<file path="config.mk">
export PLATFORM = sky130hd
export DESIGN_NAME = video_rgb_out
export DESIGN_NICKNAME = d
export VERILOG_FILES = /design/src/rtl/video_out_pkg.sv /design/src/rtl/pixel_phase_counter.sv /design/src/rtl/video_rgb_out.sv
export SDC_FILE = /design/constraint.sdc
export NUM_CORES = 1
export LEC_CHECK = 0
export BUFFER_PORTS_ARGS = -buffer_cell sky130_fd_sc_hd__buf_4
export CORE_MARGIN = 10
export CORE_UTILIZATION = 45
export CTS_CLUSTER_SIZE = 12
export DETAILED_ROUTE_END_ITERATION = 7
export PLACE_DENSITY = 0.71
export SLEW_MARGIN = 20
export SYNTH_ARGS = -nofsm -noshare
export SYNTH_HDL_FRONTEND = slang
export SYNTH_SLANG_ARGS = --single-unit
export TNS_END_PERCENT = 50
</file>
<file path="constraint.sdc">
create_clock -name clk_pixel -period 4.9 [get_ports clk_pixel]
set_input_delay 0 -clock clk_pixel [delete_from_list [all_inputs] [get_ports clk_pixel]]
set_output_delay 0 -clock clk_pixel [all_outputs]
set_load 0.01 [all_outputs]
</file>
<file path="src/rtl/video_out_pkg.sv">
// ----------------------------------------------------------------------------
// video_out_pkg
// Shared types and constants for the OLED-to-RGB output stage.
//   rgb_t           : {r, g, b}, 8 bits per channel, r in the MSBs
//   palette_entry_t : {off, on} colour pair for one palette
//   PALETTE         : the eight fixed two-colour palettes
//   PIXEL_SCALE     : output pixels per OLED pixel on each axis
//   dim_rgb()       : pixel-gap dimming, c - (c >> 2) per channel
// ----------------------------------------------------------------------------
package video_out_pkg;

    localparam int PIXEL_SCALE = 6;
    localparam int PHASE_W     = $clog2(PIXEL_SCALE);
    localparam logic [PHASE_W-1:0] LAST_PHASE = PHASE_W'(PIXEL_SCALE - 1);

    typedef struct packed {
        logic [7:0] r;
        logic [7:0] g;
        logic [7:0] b;
    } rgb_t;

    typedef struct packed {
        rgb_t off;
        rgb_t on;
    } palette_entry_t;

    localparam palette_entry_t PALETTE [8] = '{
        '{off: 24'h000000, on: 24'hFFFFFF},
        '{off: 24'hFFFFFF, on: 24'h000000},
        '{off: 24'h0F380F, on: 24'h9BBC0F},
        '{off: 24'h000000, on: 24'hFFB000},
        '{off: 24'h000000, on: 24'h33FF33},
        '{off: 24'h10102A, on: 24'hA0C8FF},
        '{off: 24'h2A0000, on: 24'hFF4040},
        '{off: 24'h202020, on: 24'hE0E0E0}
    };

    // Removes a quarter of each channel; the result is never larger than the
    // input, so 8 bits always suffice.
    function automatic rgb_t dim_rgb(input rgb_t c);
        rgb_t d;
        d.r = c.r - (c.r >> 2);
        d.g = c.g - (c.g >> 2);
        d.b = c.b - (c.b >> 2);
        return d;
    endfunction

endpackage

</file>
<file path="src/rtl/pixel_phase_counter.sv">
// ----------------------------------------------------------------------------
// pixel_phase_counter
// Modulo-MOD phase counter with a load port and a step strobe. Used once for
// the column phase and once for the row phase of the pixel-grid lattice.
//   i_clk, i_reset : clock, synchronous active-high reset (to RESET_VAL)
//   i_load_val     : value taken when i_load=1
//   i_load         : load strobe, has priority over i_step
//   i_step         : advance by one, wrapping MOD-1 -> 0
//   o_phase        : phase that applies to the current cycle, i.e. the value
//                    the register takes at the coming edge
// ----------------------------------------------------------------------------
module pixel_phase_counter
    import video_out_pkg::*;
#(
    parameter int               MOD       = PIXEL_SCALE,
    parameter int               WIDTH     = PHASE_W,
    parameter logic [WIDTH-1:0] RESET_VAL = '0
) (
    input  logic             i_clk,
    input  logic             i_reset,
    input  logic [WIDTH-1:0] i_load_val,
    input  logic             i_load,
    input  logic             i_step,
    output logic [WIDTH-1:0] o_phase
);

    localparam logic [WIDTH-1:0] LAST = WIDTH'(MOD - 1);

    logic [WIDTH-1:0] r_phase;
    logic [WIDTH-1:0] w_phase_next;

    always_comb begin
        w_phase_next = r_phase;
        if (i_load) begin
            w_phase_next = i_load_val;
        end else if (i_step) begin
            w_phase_next = (r_phase == LAST) ? '0 : r_phase + WIDTH'(1);
        end
    end

    always_ff @(posedge i_clk) begin
        if (i_reset) begin
            r_phase <= RESET_VAL;
        end else begin
            r_phase <= w_phase_next;
        end
    end

    // The pixel seen in a cycle uses the phase loaded/stepped in that cycle,
    // so the first pixel of a line already carries the start phase.
    assign o_phase = w_phase_next;

endmodule

</file>
<file path="src/rtl/video_rgb_out.sv">
// ----------------------------------------------------------------------------
// video_rgb_out
// Converts the 1-bit OLED raster into 24-bit RGB: palette lookup, optional
// pixel-gap grid dimming, blanking, and 2-cycle delayed sync/enable strobes.
//   clk_pixel, reset : pixel clock, synchronous active-high reset
//   v_sync, h_sync   : one-cycle frame / line sync pulses
//   video_en, video  : active-region enable and OLED pixel value
//   palette_sel      : palette index, latched when v_sync=1
//   grid_en          : grid dimming enable, latched when v_sync=1
//   vid_rgb          : {R,G,B}, zero whenever vid_de=0
//   vid_vs/hs/de     : inputs delayed by exactly 2 cycles
// Interface: streaming, no backpressure. vid_de qualifies vid_rgb: a pixel
// is valid exactly on cycles with vid_de=1; there is no ready.
// ----------------------------------------------------------------------------
module video_rgb_out
    import video_out_pkg::*;
#(
    parameter int H_START_PHASE = 2,
    parameter int V_START_PHASE = 0
) (
    input  logic        clk_pixel,
    input  logic        reset,
    input  logic        v_sync,
    input  logic        h_sync,
    input  logic        video_en,
    input  logic        video,
    input  logic [2:0]  palette_sel,
    input  logic        grid_en,
    output logic [23:0] vid_rgb,
    output logic        vid_vs,
    output logic        vid_hs,
    output logic        vid_de
);

    // Frame-boundary configuration and edge detection
    logic [2:0]         r_pal_active;
    logic               r_grid_active;
    logic               r_en_prev;

    // Stage 1
    logic               r_s1_lit;
    logic               r_s1_grid;
    logic [2:0]         r_s1_pal;
    logic               r_s1_vs;
    logic               r_s1_hs;
    logic               r_s1_de;

    logic               w_en_rise;
    logic               w_en_fall;
    logic [PHASE_W-1:0] w_col_phase;
    logic [PHASE_W-1:0] w_row_phase;
    logic [2:0]         w_pal_now;
    logic               w_grid_now;
    logic               w_grid_pix;
    rgb_t               w_base;
    rgb_t               w_pix;

    assign w_en_rise = video_en & ~r_en_prev;
    assign w_en_fall = ~video_en & r_en_prev;

    pixel_phase_counter #(
        .MOD       (PIXEL_SCALE),
        .WIDTH     (PHASE_W),
        .RESET_VAL ('0)
    ) u_col_phase (
        .i_clk      (clk_pixel),
        .i_reset    (reset),
        .i_load_val (PHASE_W'(H_START_PHASE)),
        .i_load     (w_en_rise),
        .i_step     (video_en),
        .o_phase    (w_col_phase)
    );

    // v_sync is the load and wins over a coincident falling edge.
    pixel_phase_counter #(
        .MOD       (PIXEL_SCALE),
        .WIDTH     (PHASE_W),
        .RESET_VAL (PHASE_W'(V_START_PHASE))
    ) u_row_phase (
        .i_clk      (clk_pixel),
        .i_reset    (reset),
        .i_load_val (PHASE_W'(V_START_PHASE)),
        .i_load     (v_sync),
        .i_step     (w_en_fall),
        .o_phase    (w_row_phase)
    );

    // Settings latched on v_sync apply from that same cycle onward, so the
    // frame that follows the sync is never split between two palettes.
    always_comb begin
        w_pal_now  = r_pal_active;
        w_grid_now = r_grid_active;
        if (v_sync) begin
            w_pal_now  = palette_sel;
            w_grid_now = grid_en;
        end
    end

    assign w_grid_pix = w_grid_now &
                        ((w_col_phase == LAST_PHASE) | (w_row_phase == LAST_PHASE));

    always_ff @(posedge clk_pixel) begin
        if (reset) begin
            r_pal_active  <= '0;
            r_grid_active <= 1'b0;
            r_en_prev     <= 1'b0;
            r_s1_lit      <= 1'b0;
            r_s1_grid     <= 1'b0;
            r_s1_pal      <= '0;
            r_s1_vs       <= 1'b0;
            r_s1_hs       <= 1'b0;
            r_s1_de       <= 1'b0;
        end else begin
            r_pal_active  <= w_pal_now;
            r_grid_active <= w_grid_now;
            r_en_prev     <= video_en;
            r_s1_lit      <= video;
            r_s1_grid     <= w_grid_pix;
            r_s1_pal      <= w_pal_now;
            r_s1_vs       <= v_sync;
            r_s1_hs       <= h_sync;
            r_s1_de       <= video_en;
        end
    end

    // Stage 2: lookup, dimming, blanking
    always_comb begin
        w_base = r_s1_lit ? PALETTE[r_s1_pal].on : PALETTE[r_s1_pal].off;
        w_pix  = r_s1_grid ? dim_rgb(w_base) : w_base;
    end

    always_ff @(posedge clk_pixel) begin
        if (reset) begin
            vid_rgb <= '0;
            vid_vs  <= 1'b0;
            vid_hs  <= 1'b0;
            vid_de  <= 1'b0;
        end else begin
            vid_rgb <= r_s1_de ? w_pix : '0;
            vid_vs  <= r_s1_vs;
            vid_hs  <= r_s1_hs;
            vid_de  <= r_s1_de;
        end
    end

endmodule

</file>
==> reports/metrics.yaml <==
grt_pass1_vias: 2459
core_region_area_mm2: 0.00592
endpoint_kind: "flop"
port_buffers: 36
hold_ws_ps: 447
die_h_um: 98.3
drive_above_1_share_pct: 14.4
synthArstFlopShare_pct: 0
overflow: 0
post-route-period-util_pct: 72.1
routedWlPerCell_um: 13.5
yosysSeqAreaShare_pct: 30.5
hold_class: "flop to flop"
required_ps: 5080
area_delta_synth_final_pct: 20.5
ys_top_cells_by_area: "dfxtp_1, ha_1, nor2_1"
synthFlopType: "dfxtp_1"
status: "completed"
fin_nets: 418
max-vdd-ir-drop_mv: 0.146
start_kind: "flop"
path_max_fanout: 12
cts_buffers: 5
r2r_setup_slack_ps: 1370
antenna_found_initial: 0
grt_setup_unrepaired: "false"
path_clk_slew_ps: 80
cp_top_family: "compound AO/OA/AOI/OAI gates"
synth-seq-cells: 42
drt-total-wl_um: 6200
clkLatencyLatePin_ps: 300
finalCoreUtilization_pct: 56.2
synth.avg_cell_area_um2: 8.16
crit_slowest_cell: "dfxtp_1"
drc_errors: 0
initialDrtViolationCount: 237
routabilityCongestion: 0.886
fill_cells: 532
finalClockSkew_ps: 3.23
finalHoldViolCount: 0
ant_nets: 0
max_cap_violations: 0
start_util_pct: 46.6
fmax_mhz: 283
crit_buf_inv: 1
setup_tns_ps: 0
grt_max_degree: 40
postSynthCellCount: 338
synth_most_common_cell: "dfxtp_1"
cp_data_arrival_time_ps: 3720
cts_root_buf: "clkbuf_8"
worstMarginPinSlew_ps: 889
cts_sinks: 42
row_count: 28
maxSlewViolCount: 0
synth_top_area_share_pct: 30.5
synth.distinct_cells: 54
yosys_warnings: 0
vias: 2502
synth_commonest_cells: "dfxtp_1, nor2_1, a21oi_1, ha_1, nand2_1"
pin_count: 37
finalSetupViolCount: 0
period_needed_ps: 3530
cts_setup_buffers: 0
power_density_mw_per_mm2: 288
max_stage_delay_ps: 570
synthesis.area_mm2: 0.00276
synth.largest_area_cell: "dfxtp_1"
hpwl_um: 4540
clockBufferDepth: 2
path_cells: "inv_1 -> ha_1 -> or2_2 -> and3_1 -> a21oi_1 -> ha_1 -> nor2b_1 -> o31a_1 -> o31ai_1 -> a31o_2 -> a21oi_1"
cts_tree: "built"
synth_edf_count: 0
grt_pass1_wl_um: 11000
grt_use_total_pct: 13.1
diodes: 0
viasPerCell: 5.46
die-area_mm2: 0.00966
power_leakage_nw: 1.41
drt_first_pass_iters: 4
fp.dieW_um: 98.3
path_class: "flop to flop"
synth_nets: 374
max-slew-margin-rel_pct: 40.7
cts_htree_levels: 2
-- final timing paths --
path / start / cells past startpoint / to
worst max register to register: r_s1_pal[0] / 11 / vid_rgb[23]
worst min-delay path: r_s1_vs / 1 / vid_vs
worst min register to register: r_s1_vs / 1 / vid_vs
worst max-delay path: r_s1_pal[0] / 11 / vid_rgb[23]
-- registers in the layout, indices dropped and copies added (netlist names), 3 cells and up --
name	cells
vid_rgb	24
u_col_phase.r_phase	3
r_s1_pal	3
u_row_phase.r_phase	3
-- per-layer routing --
layer  up-vias  routed length (um)  global-route usage [%]
li1       1280                   -                       -
met1      1151                2700                    15.0
met2        59                3010                    22.1
met3        12                 359                    4.16
met4         0                 133                    5.18
met5         -                   0                       0
-- metrics by stage --
stage / setup slack [ps] / instances / area (um2) / total power [mW]
after global routing: 1010 / 458 / 3330 / 1.03
after CTS: 1390 / 458 / 3330 / 0.965
final: 1370 / 458 / 3330 / 0.958
after detailed placement: 1440 / 435 / 3070 / 0.678
after floorplan: 1730 / 338 / 2760 / 0.612
after global placement: 1600 / 435 / 3070 / 0.671
-- repair_timing --
item                                    4_1_cts  5_1_grt
hold buffers                                 15        0
hold endpoints to repair                     16        0
endpoints found under the setup margin        0        0
resized for setup                             0        0
-- worst reg2reg max path, delay by kind of cell, from the launching register on --
family,cells,cell delay (ps)
adder cells (fa/ha/maj),2,710
flip-flops,1,570
AO/OA/AOI/OAI,5,1290
buffers and inverters,1,160
AND/OR/NAND/NOR,3,700
-- cell type report --
class,count,area [um2],share of cell area [%]
multi-input cells,262,1780,53.5
clock buffers,5,68.8,2.07
flip-flops and latches,42,841,25.3
well taps,75,93.8,2.82
inverters,18,67.6,2.03
repair buffers,53,435,13.1
clock inverters,3,40.0,1.20
-- cell families (layout without fill, tap and decap cells) --
group | after synthesis | in the layout | synth area share [%]
multiplexers | 10 | 10 | 3.67
AO/OA/AOI/OAI | 95 | 95 | 23.0
adder cells (fa/ha/maj) | 26 | 26 | 12.3
XOR/XNOR | 7 | 7 | 2.22
AND/OR/NAND/NOR | 124 | 124 | 23.2
buffers and inverters | 34 | 79 | 5.03
flip-flops | 42 | 42 | 30.5
-- cells in the final DEF (no fill, tap or decap), drive strengths merged, types with 3 or more instances in the layout --
master	instances
nor3	10
nand2b	11
clkbuf	5
o21a	12
ha	24
nor2b	14
o21ai	21
o31a	3
nor3b	3
a31oi	3
nand2	23
xnor2	7
nand3	6
a21oi	24
a211oi	4
dfxtp	42
a21o	4
o211ai	4
or2	4
clkinv	3
buf	38
mux2i	9
o31ai	3
dlygate4sd3	15
and3	4
nor2	33
inv	17
-- power by group --
part | internal, mW | total, mW | switching, mW
logic | 0.147 | 0.319 | 0.172
registers | 0.353 | 0.365 | 0.0128
clock network | 0.150 | 0.273 | 0.123
Power figures use the tool's default switching activity.
